`config.mk`:
```
export PLATFORM = sky130hd
export DESIGN_NAME = seg_scan_driver_flat
export DESIGN_NICKNAME = d
export VERILOG_FILES = /design/src/rtl/seg_pkg.sv /design/src/rtl/seg_scan_driver_if.sv /design/src/rtl/seg_decode.sv /design/src/rtl/seg_scan_driver.sv /design/src/flat_wrapper.sv
export SDC_FILE = /design/constraint.sdc
export NUM_CORES = 1
export LEC_CHECK = 0
export CORE_MARGIN = 2
export CORE_UTILIZATION = 45
export DETAILED_ROUTE_END_ITERATION = 16
export PLACE_DENSITY = 0.73
export SYNTH_ARGS = -nofsm -noshare
export SYNTH_HDL_FRONTEND = slang
export SYNTH_HIERARCHICAL = 1
export SYNTH_SLANG_ARGS = --single-unit
```
`constraint.sdc`:
```
create_clock -name CLK_12 -period 3.86 [get_ports CLK_12]
set_input_delay 0.772 -clock CLK_12 [delete_from_list [all_inputs] [get_ports CLK_12]]
set_output_delay 0.772 -clock CLK_12 [all_outputs]
set_load 0.02 [all_outputs]
```
`src/rtl/seg_pkg.sv`:
```
// Shared types and segment constants for the six-digit seven-segment scan driver.
// Patterns are logical active-high, bit order g..a.
package seg_pkg;

   localparam int NUM_DIGITS = 6;

   typedef logic [2:0] idx_t;
   typedef logic [6:0] seg_t;

   typedef enum logic {
      PH_BLANK = 1'b0,
      PH_DRIVE = 1'b1
   } phase_t;

   localparam seg_t SEG_0    = 7'h3F;
   localparam seg_t SEG_1    = 7'h06;
   localparam seg_t SEG_2    = 7'h5B;
   localparam seg_t SEG_3    = 7'h4F;
   localparam seg_t SEG_4    = 7'h66;
   localparam seg_t SEG_5    = 7'h6D;
   localparam seg_t SEG_6    = 7'h7D;
   localparam seg_t SEG_7    = 7'h07;
   localparam seg_t SEG_8    = 7'h7F;
   localparam seg_t SEG_9    = 7'h6F;
   localparam seg_t SEG_DASH = 7'h40;

   // Logical (active-high) digit enable for a scan index.
   function automatic logic [NUM_DIGITS-1:0] dig_onehot(input idx_t idx);
      logic [NUM_DIGITS-1:0] one_s;
      one_s = 6'b000001;
      return one_s << idx;
   endfunction

endpackage

```
`src/rtl/seg_scan_driver_if.sv`:
```
// Time bus in from the clock core plus the display pin bundle out of the scan driver.
// master drives time/enable/tick; slave is the scan driver.
interface seg_scan_driver_if;

   logic       EN;
   logic       CP_1Hz;
   logic [7:0] Hour;
   logic [7:0] Minute;
   logic [7:0] Second;
   logic [5:0] dig;
   logic [7:0] smg;

   modport master (
      output EN,
      output CP_1Hz,
      output Hour,
      output Minute,
      output Second,
      input  dig,
      input  smg
   );

   modport slave (
      input  EN,
      input  CP_1Hz,
      input  Hour,
      input  Minute,
      input  Second,
      output dig,
      output smg
   );

endinterface

```
`src/rtl/seg_decode.sv`:
```
// Combinational BCD nibble to seven-segment pattern (g..a, active-high).
// Nibbles A-F render as a dash so corrupt time values are visible rather than garbage.
module seg_decode
   import seg_pkg::*;
(
   input  logic [3:0] nibble,
   output seg_t       pattern
);

   // Nibble lookup with dash fallback
   always_comb begin
      pattern = SEG_DASH;
      case (nibble)
         4'd0:    pattern = SEG_0;
         4'd1:    pattern = SEG_1;
         4'd2:    pattern = SEG_2;
         4'd3:    pattern = SEG_3;
         4'd4:    pattern = SEG_4;
         4'd5:    pattern = SEG_5;
         4'd6:    pattern = SEG_6;
         4'd7:    pattern = SEG_7;
         4'd8:    pattern = SEG_8;
         4'd9:    pattern = SEG_9;
         default: pattern = SEG_DASH;
      endcase
   end

endmodule

```
`src/rtl/seg_scan_driver.sv`:
```
// Six-digit multiplexed seven-segment driver with per-slot dead-time and a per-frame time snapshot.
// Optional decimal-point blink on idx2/idx4 is built only when SEG_DP_BLINK_EN is defined.
module seg_scan_driver
   import seg_pkg::*;
#(
   parameter int SCAN_DIV       = 12000,
   parameter int BLANK_CYC      = 120,
   parameter int SEG_ACTIVE_LOW = 1,
   parameter int DIG_ACTIVE_LOW = 1
) (
   input  logic              CLK_12,
   input  logic              CR,
   seg_scan_driver_if.slave  bus
);

   localparam int                     CNT_W     = (SCAN_DIV > 2) ? $clog2(SCAN_DIV) : 2;
   localparam logic [CNT_W-1:0]       CNT_LAST  = CNT_W'(SCAN_DIV - 1);
   localparam logic [CNT_W-1:0]       BLANK_END = CNT_W'(BLANK_CYC);
   localparam idx_t                   IDX_LAST  = idx_t'(NUM_DIGITS - 1);
   localparam logic [7:0]             SMG_MASK  = (SEG_ACTIVE_LOW != 0) ? 8'hFF : 8'h00;
   localparam logic [NUM_DIGITS-1:0]  DIG_MASK  = (DIG_ACTIVE_LOW != 0) ? 6'h3F : 6'h00;
   localparam logic [7:0]             SMG_OFF   = 8'h00 ^ SMG_MASK;
   localparam logic [NUM_DIGITS-1:0]  DIG_OFF   = 6'h00 ^ DIG_MASK;

   logic [CNT_W-1:0]      cnt_r;
   idx_t                  idx_r;
   logic [23:0]           snap_r;
   logic [NUM_DIGITS-1:0] dig_r;
   logic [7:0]            smg_r;

   phase_t                phase_s;
   logic [3:0]            nibble_s;
   seg_t                  pattern_s;
   logic                  dp_s;

   // Slot phase: dead-time at the start of every slot, drive for the rest
   always_comb begin
      phase_s = PH_BLANK;
      if (cnt_r < BLANK_END) begin
         phase_s = PH_BLANK;
      end else begin
         phase_s = PH_DRIVE;
      end
   end

   // Select the snapshot nibble for the current digit (snapshot = {Hour, Minute, Second})
   always_comb begin
      nibble_s = 4'd0;
      case (idx_r)
         3'd0:    nibble_s = snap_r[3:0];
         3'd1:    nibble_s = snap_r[7:4];
         3'd2:    nibble_s = snap_r[11:8];
         3'd3:    nibble_s = snap_r[15:12];
         3'd4:    nibble_s = snap_r[19:16];
         3'd5:    nibble_s = snap_r[23:20];
         default: nibble_s = 4'd0;
      endcase
   end

   seg_decode u_decode (
      .nibble  (nibble_s),
      .pattern (pattern_s)
   );

`ifdef SEG_DP_BLINK_EN
   logic cp_d_r;
   logic blink_r;

   // 1 Hz rising-edge detector toggling the decimal-point phase
   always_ff @(posedge CLK_12) begin
      if (CR) begin
         cp_d_r  <= 1'b0;
         blink_r <= 1'b0;
      end else begin
         cp_d_r <= bus.CP_1Hz;
         if (bus.CP_1Hz && !cp_d_r) begin
            blink_r <= ~blink_r;
         end else begin
            blink_r <= blink_r;
         end
      end
   end

   // Decimal point sits between hours/minutes and minutes/seconds
   always_comb begin
      dp_s = 1'b0;
      if (blink_r && ((idx_r == 3'd2) || (idx_r == 3'd4))) begin
         dp_s = 1'b1;
      end else begin
         dp_s = 1'b0;
      end
   end
`else
   logic unused_cp_s;

   assign unused_cp_s = bus.CP_1Hz;
   assign dp_s        = 1'b0;
`endif

   // Prescaler, digit index, frame snapshot and pin registers (polarity applied here, last)
   always_ff @(posedge CLK_12) begin
      if (CR) begin
         cnt_r  <= {CNT_W{1'b0}};
         idx_r  <= 3'd0;
         snap_r <= 24'h000000;
         dig_r  <= DIG_OFF;
         smg_r  <= SMG_OFF;
      end else if (!bus.EN) begin
         cnt_r  <= cnt_r;
         idx_r  <= idx_r;
         snap_r <= snap_r;
         dig_r  <= DIG_OFF;
         smg_r  <= SMG_OFF;
      end else begin
         if (cnt_r == CNT_LAST) begin
            cnt_r <= {CNT_W{1'b0}};
            if (idx_r == IDX_LAST) begin
               // Frame boundary: one coherent copy of the time for all six digits
               idx_r  <= 3'd0;
               snap_r <= {bus.Hour, bus.Minute, bus.Second};
            end else begin
               idx_r  <= idx_r + 3'd1;
               snap_r <= snap_r;
            end
         end else begin
            cnt_r  <= cnt_r + CNT_W'(1);
            idx_r  <= idx_r;
            snap_r <= snap_r;
         end

         if (phase_s == PH_DRIVE) begin
            dig_r <= dig_onehot(idx_r) ^ DIG_MASK;
            smg_r <= {dp_s, pattern_s} ^ SMG_MASK;
         end else begin
            dig_r <= DIG_OFF;
            smg_r <= SMG_OFF;
         end
      end
   end

   assign bus.dig = dig_r;
   assign bus.smg = smg_r;

endmodule

```
`src/flat_wrapper.sv`:
```
// flat-port wrapper written by rule: the top's interface ports become plain ports
module seg_scan_driver_flat import seg_pkg::*;
#(
   parameter int SCAN_DIV       = 12000,
   parameter int BLANK_CYC      = 120,
   parameter int SEG_ACTIVE_LOW = 1,
   parameter int DIG_ACTIVE_LOW = 1
)
  (CLK_12, CR, bus_EN, bus_CP_1Hz, bus_Hour, bus_Minute, bus_Second, bus_dig, bus_smg);
  seg_scan_driver_if bus_i ();
  input  logic CLK_12;
  input  logic CR;
  input wire logic [$bits(bus_i.EN)-1:0] bus_EN;
  input wire logic [$bits(bus_i.CP_1Hz)-1:0] bus_CP_1Hz;
  input wire logic [$bits(bus_i.Hour)-1:0] bus_Hour;
  input wire logic [$bits(bus_i.Minute)-1:0] bus_Minute;
  input wire logic [$bits(bus_i.Second)-1:0] bus_Second;
  output wire logic [$bits(bus_i.dig)-1:0] bus_dig;
  output wire logic [$bits(bus_i.smg)-1:0] bus_smg;
  assign bus_i.EN = bus_EN;
  assign bus_i.CP_1Hz = bus_CP_1Hz;
  assign bus_i.Hour = bus_Hour;
  assign bus_i.Minute = bus_Minute;
  assign bus_i.Second = bus_Second;
  assign bus_dig = bus_i.dig;
  assign bus_smg = bus_i.smg;
  seg_scan_driver #(.SCAN_DIV(SCAN_DIV), .BLANK_CYC(BLANK_CYC), .SEG_ACTIVE_LOW(SEG_ACTIVE_LOW), .DIG_ACTIVE_LOW(DIG_ACTIVE_LOW)) u_core (.CLK_12(CLK_12), .CR(CR), .bus(bus_i));
endmodule
```
==> results.sh <==
export IMPL_mostFrequentLayoutCells="dfxtp_1, clkdlybuf4s50_1, nand2b_1"
export IMPL_vias=2086
export IMPL_cts_resized=0
export IMPL_port_buffers=39
export IMPL_worst_setup_path_start_kind="input pin"
export IMPL_cts_tree="built"
export IMPL_fin_nets=354
export IMPL_overflow=0
export IMPL_hp_class="reg -> reg"
export IMPL_status="finished, final reports clean"
export IMPL_grt_max_degree=57
export IMPL_final_util_pct=55.04
export IMPL_power_leakage_nw=1.071
export IMPL_worstHoldPathCells=2
export IMPL_max_freq_ghz=0.3711
export IMPL_end_kind="flop"
export IMPL_power_density_nw_per_um2=298.4
export IMPL_die_w_um=80.41
export IMPL_crit_type="in -> reg"
export IMPL_hold_viol=0
export IMPL_ys_async_sr_fraction_pct=0
export IMPL_syn_area_um2=2628
export IMPL_clk_pin_slew_ns=0.09
export IMPL_placed_area_um2=2985
export IMPL_drive_above_1_share_pct=4.732
export IMPL_reg2regPathDepth=9
export IMPL_slew_viol_final=0
export IMPL_routed_top_layer="met4"
export IMPL_synth_edf_count=0
export IMPL_numCtsBuffers=5
export IMPL_drc=0
export IMPL_yosys_warnings=6
export IMPL_grt_first_pass_wirelength_um=8700
export IMPL_syn_num_nets=328
export IMPL_dr_wl_met2_um=2259
export IMPL_met1_length_um=2645
export IMPL_grt_pass1_vias=1809
export IMPL_cp_top_family="simple AND/OR/NAND/NOR gates"
export IMPL_clock_skew_ns=0.005850
export IMPL_hold_buffers=0
export IMPL_syn_avg_cell_area_um2=8.998
export IMPL_worstMarginPinSlew_ns=1.022
export IMPL_gp_congestion=0.8178
export IMPL_antenna_found_initial=0
export IMPL_power_w=0.0009154
export IMPL_regToRegSetupSlack_ns=1.21
export IMPL_first_pass_iters=4
export IMPL_period_share_pct=69.81
export IMPL_crit_path_max_incr_delay_ns=0.62
export IMPL_crit_arrival_ns=2.87
export IMPL_synth_seq_cells=54
export IMPL_synth_cells=292
export IMPL_rsz0062_at_grt="no"
export IMPL_crit_slowest_cell="clkdlybuf4s50_1"
export IMPL_ir_worst_vdd_mv=0.1724
export IMPL_report_final_setup_viol=0
export IMPL_die_h_um=80.41
export IMPL_stdcell_area_um2=3068
export IMPL_clockRootBuffer="clkbuf_8"
export IMPL_dr_wl_met3_um=361
export IMPL_rows=27
export IMPL_avgViaCountPerCell=5.362
export IMPL_antenna_left=0
export IMPL_final_common_cell="dfxtp_1"
export IMPL_wirelength_um=5304
export IMPL_post_cts_setup_buffers=0
export IMPL_worst_path_buf_inv=1
export IMPL_path_max_fanout=24
export IMPL_wl_per_cell_um=13.63
export IMPL_cp_num_cells=5
export IMPL_yosys_cell_types_count=45
export IMPL_h_tree_depth=2
export IMPL_clk_latency_ns=0.29
export IMPL_initial_utilization_pct=47.14
export IMPL_yosysSeqAreaShare_pct=41.14
export IMPL_cts_path_max_buffers=2
export IMPL_area_growth_pct=16.76
export IMPL_n_antenna_cell=0
export IMPL_clock_sinks=54
export IMPL_io_pins=42
export IMPL_synthFlopType="dfxtp_1"
export IMPL_hold_slack_ns=0.4710
export IMPL_core_area_um2=5574
export IMPL_worst_ep_required_time_ns=4.03
export IMPL_relSlewSlack_pct=31.16
export IMPL_track_usage_pct=17.11
export IMPL_cp_cell_sequence="clkdlybuf4s50_1 > nand4_1 > nor4_4 > and2_2 > o21ai_1"
export IMPL_min_period_ns=2.695
export IMPL_die_area_um2=6466
export IMPL_dp_hpwl_um=3542
export IMPL_drv_cap=0
export IMPL_drtIter0Drc=162
export IMPL_tns_ns=0
## flip-flops by register name (all words and copies together) (netlist names)
name and flops:
u_core/bus.smg 7, u_core/bus.dig 6, u_core/cnt_r 14, u_core/snap_r 24, u_core/idx_r 3
## stage by stage
stage | instances | setup WS (ns)
6_report | 389 | 1.165
5_1_grt | 389 | 0.9073
3_3_place_gp | 383 | 0.8756
4_1_cts | 389 | 1.153
3_5_place_dp | 383 | 0.8305
2_1_floorplan | 292 | 1.607
## layer usage
| metal | GRT usage (%) | up-vias |
|---|---|---|
| met5 | 0 | - |
| met4 | 4.068 | 0 |
| met3 | 4.157 | 4 |
| met2 | 26.08 | 64 |
| met1 | 24.30 | 949 |
| li1 | - | 1069 |
## cells by family after synthesis
group	after synthesis	share of synthesized area, %
flops	54	41.14
compound gates	51	11.48
simple gates	124	28.95
xor+xnor	13	4.333
mux	7	2.905
other cells	1	0.1427
buf+inv	34	7.238
fa+ha+maj	8	3.810
## path summary, 6_finish.rpt
path,start,end
worst max-delay path,bus_EN,u_core/snap_r[23]$_SDFFE_PP0P_
worst min-delay path,u_core/snap_r[20]$_SDFFE_PP0P_,u_core/snap_r[20]$_SDFFE_PP0P_
worst max register to register,u_core/idx_r[0]$_SDFFE_PP0P_,u_core/bus.smg[3]$_SDFF_PP1_
worst min register to register,u_core/snap_r[20]$_SDFFE_PP0P_,u_core/snap_r[20]$_SDFFE_PP0P_
## power by group
part,internal [W],switching (W)
Combinational,0.0000342,0.0000159
Clock,0.000139,0.000166
Sequential,0.000559,0.00000192
Total,0.000732,0.000184
## synth_stat cells, types with 2 or more instances
cell,number,share of area [%]
o22ai_1,3,0.71
buf_6,7,3.0
or2_1,2,0.48
a22oi_1,3,0.86
nand2_1,16,2.3
dfxtp_1,54,41
nand2b_1,25,6.0
and2_1,2,0.48
mux2i_1,5,1.9
and3_1,3,0.71
ha_1,8,3.8
nor2b_1,2,0.48
a21oi_1,6,1.1
clkbuf_1,11,1.6
o21ai_1,24,4.6
a21o_1,2,0.57
and4_1,2,0.67
o21ai_0,5,0.95
nor2_1,23,3.3
a32o_1,2,0.76
nand4_1,5,1.2
nor4_1,5,1.2
xor2_1,5,1.7
nand3_1,8,1.5
nand4b_1,24,8.0
inv_1,10,1.4
xnor2_1,8,2.7
buf_2,5,0.95
## worst min-delay path, delay by kind of cell, from the launching register on
family           cells  cell delay, ns
AO/OA/AOI/OAI        1            0.05
AND/OR/NAND/NOR      1            0.07
flip-flops           1            0.32
## final cells by class
class / instances / area (µm²)
sequential: 54 / 1081
multi-input combinational: 204 / 1356
tap: 72 / 90.09
timing repair buffer: 43 / 420.4
fill: 547 / 2506
inverter: 10 / 37.54
clock buffer: 6 / 82.58
(Power assumes the default switching activity.)
